--- src/rtl/a0_uart_monitor.sv ---
// a0_uart_monitor: queues each change of the CPU a0 register and sends it MSB byte first over UART 8N1.
module a0_uart_monitor #(
   parameter int DATA_WIDTH   = 32,
   parameter int CLKS_PER_BIT = 16,
   parameter int FIFO_DEPTH   = 4
) (
   input  logic                  clk,
   input  logic                  rst,
   input  logic                  en,
   input  logic [DATA_WIDTH-1:0] a0,
   output logic                  tx,
   output logic                  busy,
   output logic                  overflow,
   output logic [15:0]           sent_count
);
   localparam int BYTES = DATA_WIDTH / 8;
   localparam int AW    = $clog2(FIFO_DEPTH);
   localparam int TW    = $clog2(CLKS_PER_BIT);
   localparam int BW    = BYTES > 1 ? $clog2(BYTES) : 1;
   typedef enum logic [1:0] {S_IDLE, S_START, S_DATA, S_STOP} state_t;
   state_t                r_state, w_next;
   logic [DATA_WIDTH-1:0] r_mem [FIFO_DEPTH];
   logic [DATA_WIDTH-1:0] r_prev, r_word;
   logic [AW-1:0]         r_wr, r_rd;
   logic [AW:0]           r_count;
   logic [TW-1:0]         r_timer;
   logic [2:0]            r_bit, w_bit;
   logic [BW-1:0]         r_byte;
   logic [15:0]           r_sent;
   logic                  r_tx, r_ovf;
   logic                  w_tick, w_last, w_full, w_push, w_pop, w_accept, w_tx;
   logic [7:0]            w_cur;
   assign w_tick   = r_timer == TW'(CLKS_PER_BIT - 1);
   assign w_last   = r_byte == BW'(BYTES - 1);
   assign w_full   = r_count == (AW+1)'(FIFO_DEPTH);
   assign w_push   = en && (a0 != r_prev);
   // Pop only from a non-empty FIFO: no same-edge bypass of a fresh push.
   assign w_pop    = (r_count != '0) && (r_state == S_IDLE || (r_state == S_STOP && w_tick && w_last));
   assign w_accept = w_push && (!w_full || w_pop);
   assign w_cur    = r_word[DATA_WIDTH-1 -: 8];
   assign w_bit    = (r_state == S_DATA && w_tick) ? r_bit + 3'd1 : r_bit;
   assign tx         = r_tx;
   assign busy       = (r_state != S_IDLE) || (r_count != '0);
   assign overflow   = r_ovf;
   assign sent_count = r_sent;
   always_ff @(posedge clk or negedge rst)
      if (!rst) r_state <= S_IDLE;
      else      r_state <= w_next;
   always_comb begin
      w_next = r_state;
      case (r_state)
         S_IDLE:  if (r_count != '0) w_next = S_START;
         S_START: if (w_tick) w_next = S_DATA;
         S_DATA:  if (w_tick && r_bit == 3'd7) w_next = S_STOP;
         default: if (w_tick) w_next = (!w_last || r_count != '0) ? S_START : S_IDLE;
      endcase
   end
   always_comb
      w_tx = (w_next == S_START) ? 1'b0 : (w_next == S_DATA) ? w_cur[w_bit] : 1'b1;
   always_ff @(posedge clk)
      if (w_accept) r_mem[r_wr] <= a0;
   always_ff @(posedge clk or negedge rst) begin
      if (!rst) begin
         r_tx    <= 1'b1;
         r_prev  <= '0;
         r_word  <= '0;
         r_wr    <= '0;
         r_rd    <= '0;
         r_count <= '0;
         r_timer <= '0;
         r_bit   <= '0;
         r_byte  <= '0;
         r_sent  <= '0;
         r_ovf   <= 1'b0;
      end else begin
         r_tx    <= w_tx;
         r_count <= r_count + (AW+1)'(w_accept) - (AW+1)'(w_pop);
         r_timer <= (r_state == S_IDLE || w_tick) ? '0 : r_timer + 1'b1;
         r_bit   <= w_bit;
         if (en) r_prev <= a0;
         if (w_accept) r_wr <= r_wr + 1'b1;
         if (w_pop) r_rd <= r_rd + 1'b1;
         if (w_push && !w_accept) r_ovf <= 1'b1;
         if (w_pop) begin
            r_word <= r_mem[r_rd];
            r_byte <= '0;
         end else if (r_state == S_STOP && w_tick) begin
            r_word <= r_word << 8;
            r_byte <= r_byte + 1'b1;
         end
         if (r_state == S_STOP && w_tick && w_last) r_sent <= r_sent + 16'd1;
      end
   end
endmodule

--- config.mk ---
export PLATFORM = sky130hd
export DESIGN_NAME = a0_uart_monitor
export DESIGN_NICKNAME = d
export VERILOG_FILES = /design/src/rtl/a0_uart_monitor.sv
export SDC_FILE = /design/constraint.sdc
export NUM_CORES = 1
export LEC_CHECK = 0
export CAP_MARGIN = 20
export CORE_MARGIN = 10
export CORE_UTILIZATION = 54
export DETAILED_ROUTE_END_ITERATION = 10
export PLACE_DENSITY = 0.73
export RECOVER_POWER = 25
export SYNTH_ARGS = -nofsm -noshare
export SYNTH_HDL_FRONTEND = slang
export SYNTH_SLANG_ARGS = --single-unit
--- constraint.sdc ---
create_clock -name clk -period 2.45 [get_ports clk]
set_input_delay 0.245 -clock clk [delete_from_list [all_inputs] [get_ports clk]]
set_output_delay 0.245 -clock clk [all_outputs]
set_load 0.005 [all_outputs]
# Word-level counts from Yosys, hierarchy flattened
# Memories as Yosys holds them, arrays and structs flattened.
# Cells that the tools add are included.
dict set report totals {
  ff_bits 100
  latch_bits 0
  ramBits 128
  mem_bits_ro 0
  inputBits 35
  output_inout_bits 19
  elab_cells 70
  memories 1
}
# name depth width rd rd_ports_with_merged_regs write_ports line_no
set memory_table {}
lappend memory_table {r_mem 4 32 1 0 1 22} ;# logic [DATA_WIDTH-1:0] r_mem [FIFO_DEPTH];
dict set report op_classes {
  add_sub_neg 8
  mul 0
  div 0
  magnitude_cmp 1
  eq_ne 10
  shifts 0
  muxes 18
  bitwise 0
  n_reduce_logical 20
}
# operator count
set ops {}
lappend ops {{$mux 32} 2}
lappend ops {{$ne 32x32->1} 1}
lappend ops {{$add 16x1->16 const B} 1}
lappend ops {{$mux 2} 6}
lappend ops {{$eq 2x2->1 const B} 4}
lappend ops {{$logic_and 1x1->1} 8}
lappend ops {{$add 2x1->2 const B} 3}
lappend ops {{$eq 3x3->1 const B} 2}
lappend ops {{$mux 1} 6}
lappend ops {{$pmux 2 s3} 1}
lappend ops {{$logic_or 1x1->1} 5}
lappend ops {{$add 4x1->4 const B} 1}
lappend ops {{$eq 2x1->1 const B} 2}
lappend ops {{$eq 4x4->1 const B} 1}
lappend ops {{$lt 3x4->1 const B} 1}
lappend ops {{$mux 4} 1}
lappend ops {{$reduce_bool 2->1} 2}
lappend ops {{$add 3x1->3} 1}
lappend ops {{$add 3x1->3 const B} 1}
lappend ops {{$bmux 1 s3} 1}
lappend ops {{$logic_not 1->1} 3}
lappend ops {{$mux 3} 1}
lappend ops {{$reduce_bool 3->1} 1}
lappend ops {{$sub 3x1->3} 1}
lappend ops {{$logic_not 2->1} 1}

# Longest topological paths before layout
# Gate-level depths: netlist of run 1.
dict set report logic_depth {
  ltp_word 9
  mapped_depth 11
  mapped_depth_nobuf 11
}

# Worst setup path after synthesis of run 1
# Ideal clock, no wire load.
dict set report synth_path {
  path_type {register to register}
  startpoint {register r_timer[0]}
  endpoint {memory r_mem[2][0], enable pin}
  setup_ns 0.392
  arrival_ns 2.232
  required_ns 2.058
  slack_ns -0.174
  stages_incl_launch_ff 7
  n_path_buf 0
  synth_period_minus_slack_ns 2.624
  path_cell_list {dfrtp_1 -> ha_1 -> nand3_4 -> nor2_8 -> nor3_2 -> a311oi_4 -> and2_1}
}
dict set report synth_via {
  elab_chain_cells 9
}
# item line_no
set synth_rtl {}
lappend synth_rtl {{from (decl)} 26} ;# logic [TW-1:0] r_timer;
lappend synth_rtl {{from (signal assigned)} 78} ;# r_timer <= (r_state == S_IDLE || w_tick) ? '0 : r_timer + 1'b1;
lappend synth_rtl {{$eq 4x4->1} 33} ;# assign w_tick = r_timer == TW'(CLKS_PER_BIT - 1);
lappend synth_rtl {{$logic_and 1x1->1 (2 in a row)} 38} ;# assign w_pop = (r_count != '0) && (r_state == S_IDLE || (r_state == S_STOP && w_tick && w_last));
lappend synth_rtl {{$logic_or 1x1->1} 38}
lappend synth_rtl {{$logic_and 1x1->1} 38}
lappend synth_rtl {{$logic_or 1x1->1} 39} ;# assign w_accept = w_push && (!w_full || w_pop);
lappend synth_rtl {{$logic_and 1x1->1} 39}
lappend synth_rtl {{$mux 1} 61} ;# if (w_accept) r_mem[r_wr] <= a0;
lappend synth_rtl {{$mux 1 (implied by the code)} 61}
lappend synth_rtl {{to (decl)} 22}
# Every way passes these cells.

# Worst setup path after layout of run 1
dict set report layout_path {
  startpoint {register r_prev[7]}
  endpoint {register r_count[2]}
}
dict set report layout_via {
  elab_chain_cells 5
}
# item line_no
set layout_rtl {}
lappend layout_rtl {{from (decl)} 23} ;# logic [DATA_WIDTH-1:0] r_prev, r_word;
lappend layout_rtl {{from (signal assigned)} 65} ;# r_prev <= '0;
lappend layout_rtl {{from (signal assigned)} 80} ;# if (en) r_prev <= a0;
lappend layout_rtl {{$ne 32x32->1} 36} ;# assign w_push = en && (a0 != r_prev);
lappend layout_rtl {{$logic_and 1x1->1} 36}
lappend layout_rtl {{$logic_and 1x1->1} 39}
lappend layout_rtl {{$add 3x1->3} 77} ;# r_count <= r_count + (AW+1)'(w_accept) - (AW+1)'(w_pop);
lappend layout_rtl {{$sub 3x1->3} 77}
lappend layout_rtl {{to (signal assigned)} 77}
lappend layout_rtl {{to (decl)} 25} ;# logic [AW:0] r_count;
# Every way passes these cells.
# A chain may end at the register's enable or synchronous reset.

==> results.sh, run 1 <==
export IMPL_status="finished, final reports clean"
export IMPL_setup_violations=0
export IMPL_rsz0062_at_grt="true"
export IMPL_cts_tree="built"
export IMPL_cts_path_max_buffers=3
export IMPL_layout_drive_gt1_share_pct=24.4
export IMPL_slew_violations=0
export IMPL_grt_max_degree=61
export IMPL_grt_first_pass_wirelength_um=30000
export IMPL_hold_viol_final=0
export IMPL_place_congestion=0.785
export IMPL_worst_pin_slew_ps=649
export IMPL_drt_initial_drc_count=302
export IMPL_hpwl_um=12200
export IMPL_instances_no_fill=904
export IMPL_cp_startpoint="r_prev[7]"
export IMPL_power_w=0.00961
export IMPL_wl_per_cell_um=20.5
export IMPL_yosysUniqueCellTypes=47
export IMPL_dp_cells=860
export IMPL_slew_headroom_pct=56.7
export IMPL_first_pass_iters=4
export IMPL_drc=0
export IMPL_startpoint_type="register"
export IMPL_grt_use_met1_pct=19.5
export IMPL_cts_made_buffers=24
export IMPL_h_tree_depth=1
export IMPL_regToRegSetupSlack_ps=70
export IMPL_path_max_fanout=2
export IMPL_die_h_um=152
export IMPL_dieArea_sq_um=23100
export IMPL_vdd_drop_max_v=0.000545
export IMPL_synth_cells=557
export IMPL_crit_arrival_ps=2770
export IMPL_required_ps=2840
export IMPL_antenna_found_initial=0
export IMPL_synth_area_sq_um=9410
export IMPL_r2r_start="r_prev[7]"
export IMPL_met2_usage_pct=27.3
export IMPL_worstSkewPairLatency_ps=510
export IMPL_clkTransAtPathRegs_ps=60
export IMPL_hold_path_class="in2async"
export IMPL_synthTopCellsByArea="edfxtp_1 (41%), dfrtp_1 (26%), mux4_2 (8.6%), xnor2_1 (4.4%), mux2_2 (4.3%)"
export IMPL_grt_busiest_layer="met2"
export IMPL_skew_ps=14.4
export IMPL_critPathKind="reg2reg"
export IMPL_final_common_cell="edfxtp_1"
export IMPL_diodes=0
export IMPL_utilization_pct=66.4
export IMPL_yosys_warnings=0
export IMPL_num_vias=4975
export IMPL_timing_rr_end="r_count[2]"
export IMPL_layout_min_cycle_time_ps=2380
export IMPL_yosysTopAreaCellShare_pct=40.8
export IMPL_synth_largest_area_cell="edfxtp_1"
export IMPL_met3_usage_pct=3.67
export IMPL_synth_edf_count=128
export IMPL_cp_end_kind="register"
export IMPL_start_util_pct=54.8
export IMPL_synth_avg_cell_area_sq_um=16.9
export IMPL_synthArstFlopShare_pct=43.9
export IMPL_postCtsSetupBuffers=0
export IMPL_drt_total_wl_um=18600
export IMPL_syn_nets=604
export IMPL_cts_sinks=228
export IMPL_fin_hold_ws_ps=303
export IMPL_yosysSeqAreaShare_pct=67.4
export IMPL_rows=48
export IMPL_grt_pass1_vias=5420
export IMPL_ant_nets=0
export IMPL_mostFrequentLayoutCells="edfxtp_1 (128), dfrtp_1 (97), xnor2_1 (42), mux2_2 (36), mux4_2 (36)"
export IMPL_fp_dieW_um=152
export IMPL_reg2reg_depth=11
export IMPL_final_nets=708
export IMPL_io_buffers=53
export IMPL_power_density_nw_per_um2=842
export IMPL_post_route_period_util_pct=97.1
export IMPL_via_per_inst=5.50
export IMPL_synth_seq_cells=228
export IMPL_p_leak_nw=4.26
export IMPL_cts_root_buf="clkbuf_16"
export IMPL_fmax_mhz=420
export IMPL_crit_end="r_count[2]"
export IMPL_coreArea_sq_um=17200
export IMPL_drv_cap=0
export IMPL_grt_overflow_total=0
export IMPL_ios=54
export IMPL_grtUsageTotal_pct=16.0
export IMPL_syn_to_final_growth_pct=21.2
export IMPL_ys_flop_type="edfxtp_1"
layout make-up:
cell class	instances	area, sq um
clock buffers	37	711
clock inverters	7	71.3
fillers	1204	5760
inverters	9	35.0
multi-input cells	296	3010
flip-flops and latches	228	6350
well taps	225	282
repair buffers	102	953
synth_stat cells (2+ instances only):
master    number
dfrtp_1       99
nand4_1       12
and2_1         5
nor2_1         9
o21ai_0       12
edfxtp_1     128
a22o_1         8
o21ai_1       14
buf_4          2
clkbuf_1      14
a21oi_1        2
mux2i_1       26
and3_1         3
ha_1          11
nor3_2         2
mux2_2        36
xor2_1         8
buf_2          6
nand3_1        5
and4_1         2
inv_1          8
xnor2_1       47
buf_6          2
nand2_1       35
mux4_2        36
nor3_1         4
power by group:
group / internal [W] / total [W] / switching [W]
Combinational: 0.000604 / 0.00125 / 0.000645
Clock: 0.00211 / 0.00354 / 0.00143
Sequential: 0.00464 / 0.00482 / 0.000182
kinds of logic after synthesis:
logic type	Yosys count	share of synthesized area, %
XOR/XNOR	55	5.12
AND/OR/NAND/NOR	86	5.09
flip-flops	228	67.4
buffers and inverters	33	1.65
multiplexers	99	15.8
adder cells (fa/ha/maj)	12	1.67
AO/OA/AOI/OAI	44	3.20
through the flow:
| stage | TNS [ps] | instance area [sq um] | setup slack [ps] |
|---|---|---|---|
| floorplan | 0 | 9420 | 5.56 |
| global placement | -7210 | 10600 | -327 |
| detailed placement | -9490 | 10600 | -373 |
| CTS | 0 | 11400 | 15.4 |
| global route | -8.73 | 11400 | -8.73 |
| finish | 0 | 11400 | 71.0 |
critical path, stage by stage (launching register included):
cell and delay [ps]:
dfrtp_1 390, xnor2_1 140, nand4_1 160, nor2_1 60, buf_4 140, a311oi_4 310
inv_2 80, ha_4 270, inv_2 40, ha_4 150, fa_2 380, xnor2_2 150
registers in the layout (all words and copies together) (netlist names):
register and count:
r_bit 3, sent_count 16, r_rd 2, overflow 1
r_count 3, r_timer 4, r_wr 2, r_word 32
r_mem 128, r_prev 32, tx 1, r_state 2
r_byte 2
what timing repair did:
action                     4_1_cts  5_1_grt
hold buffers                     1        0
pin swaps                        2       16
setup endpoints to repair        1        2
hold endpoints to repair        43        0
resized for setup                5       10
how the worst min path moves through the flow:
stage / from / end / depth (start not counted) / slack (ps)
after detailed placement: rst / r_prev[25] / 1 / 320
after CTS: rst / r_word[25] / 2 / 330
after global placement: rst / r_prev[25] / 1 / 320
after global routing: rst / r_word[25] / 2 / 370
final: rst / r_word[25] / 2 / 300
after floorplan: rst / overflow / 0 / -50
layer usage:
| metal | part of all wire [%] | up-vias |
|---|---|---|
| li1 | - | 2304 |
| met4 | 3.0 | 0 |
| met2 | 51 | 101 |
| met3 | 5.3 | 41 |
| met5 | 0 | - |
| met1 | 41 | 2529 |
Note: power is estimated with default switching activity, not from simulation.
==> inputs of run 2 (changes only) <==
- SLEW_MARGIN: not set -> 10
==> results of run 2 <==
The final DEF is identical to that of run 1; final timing and power are the same.
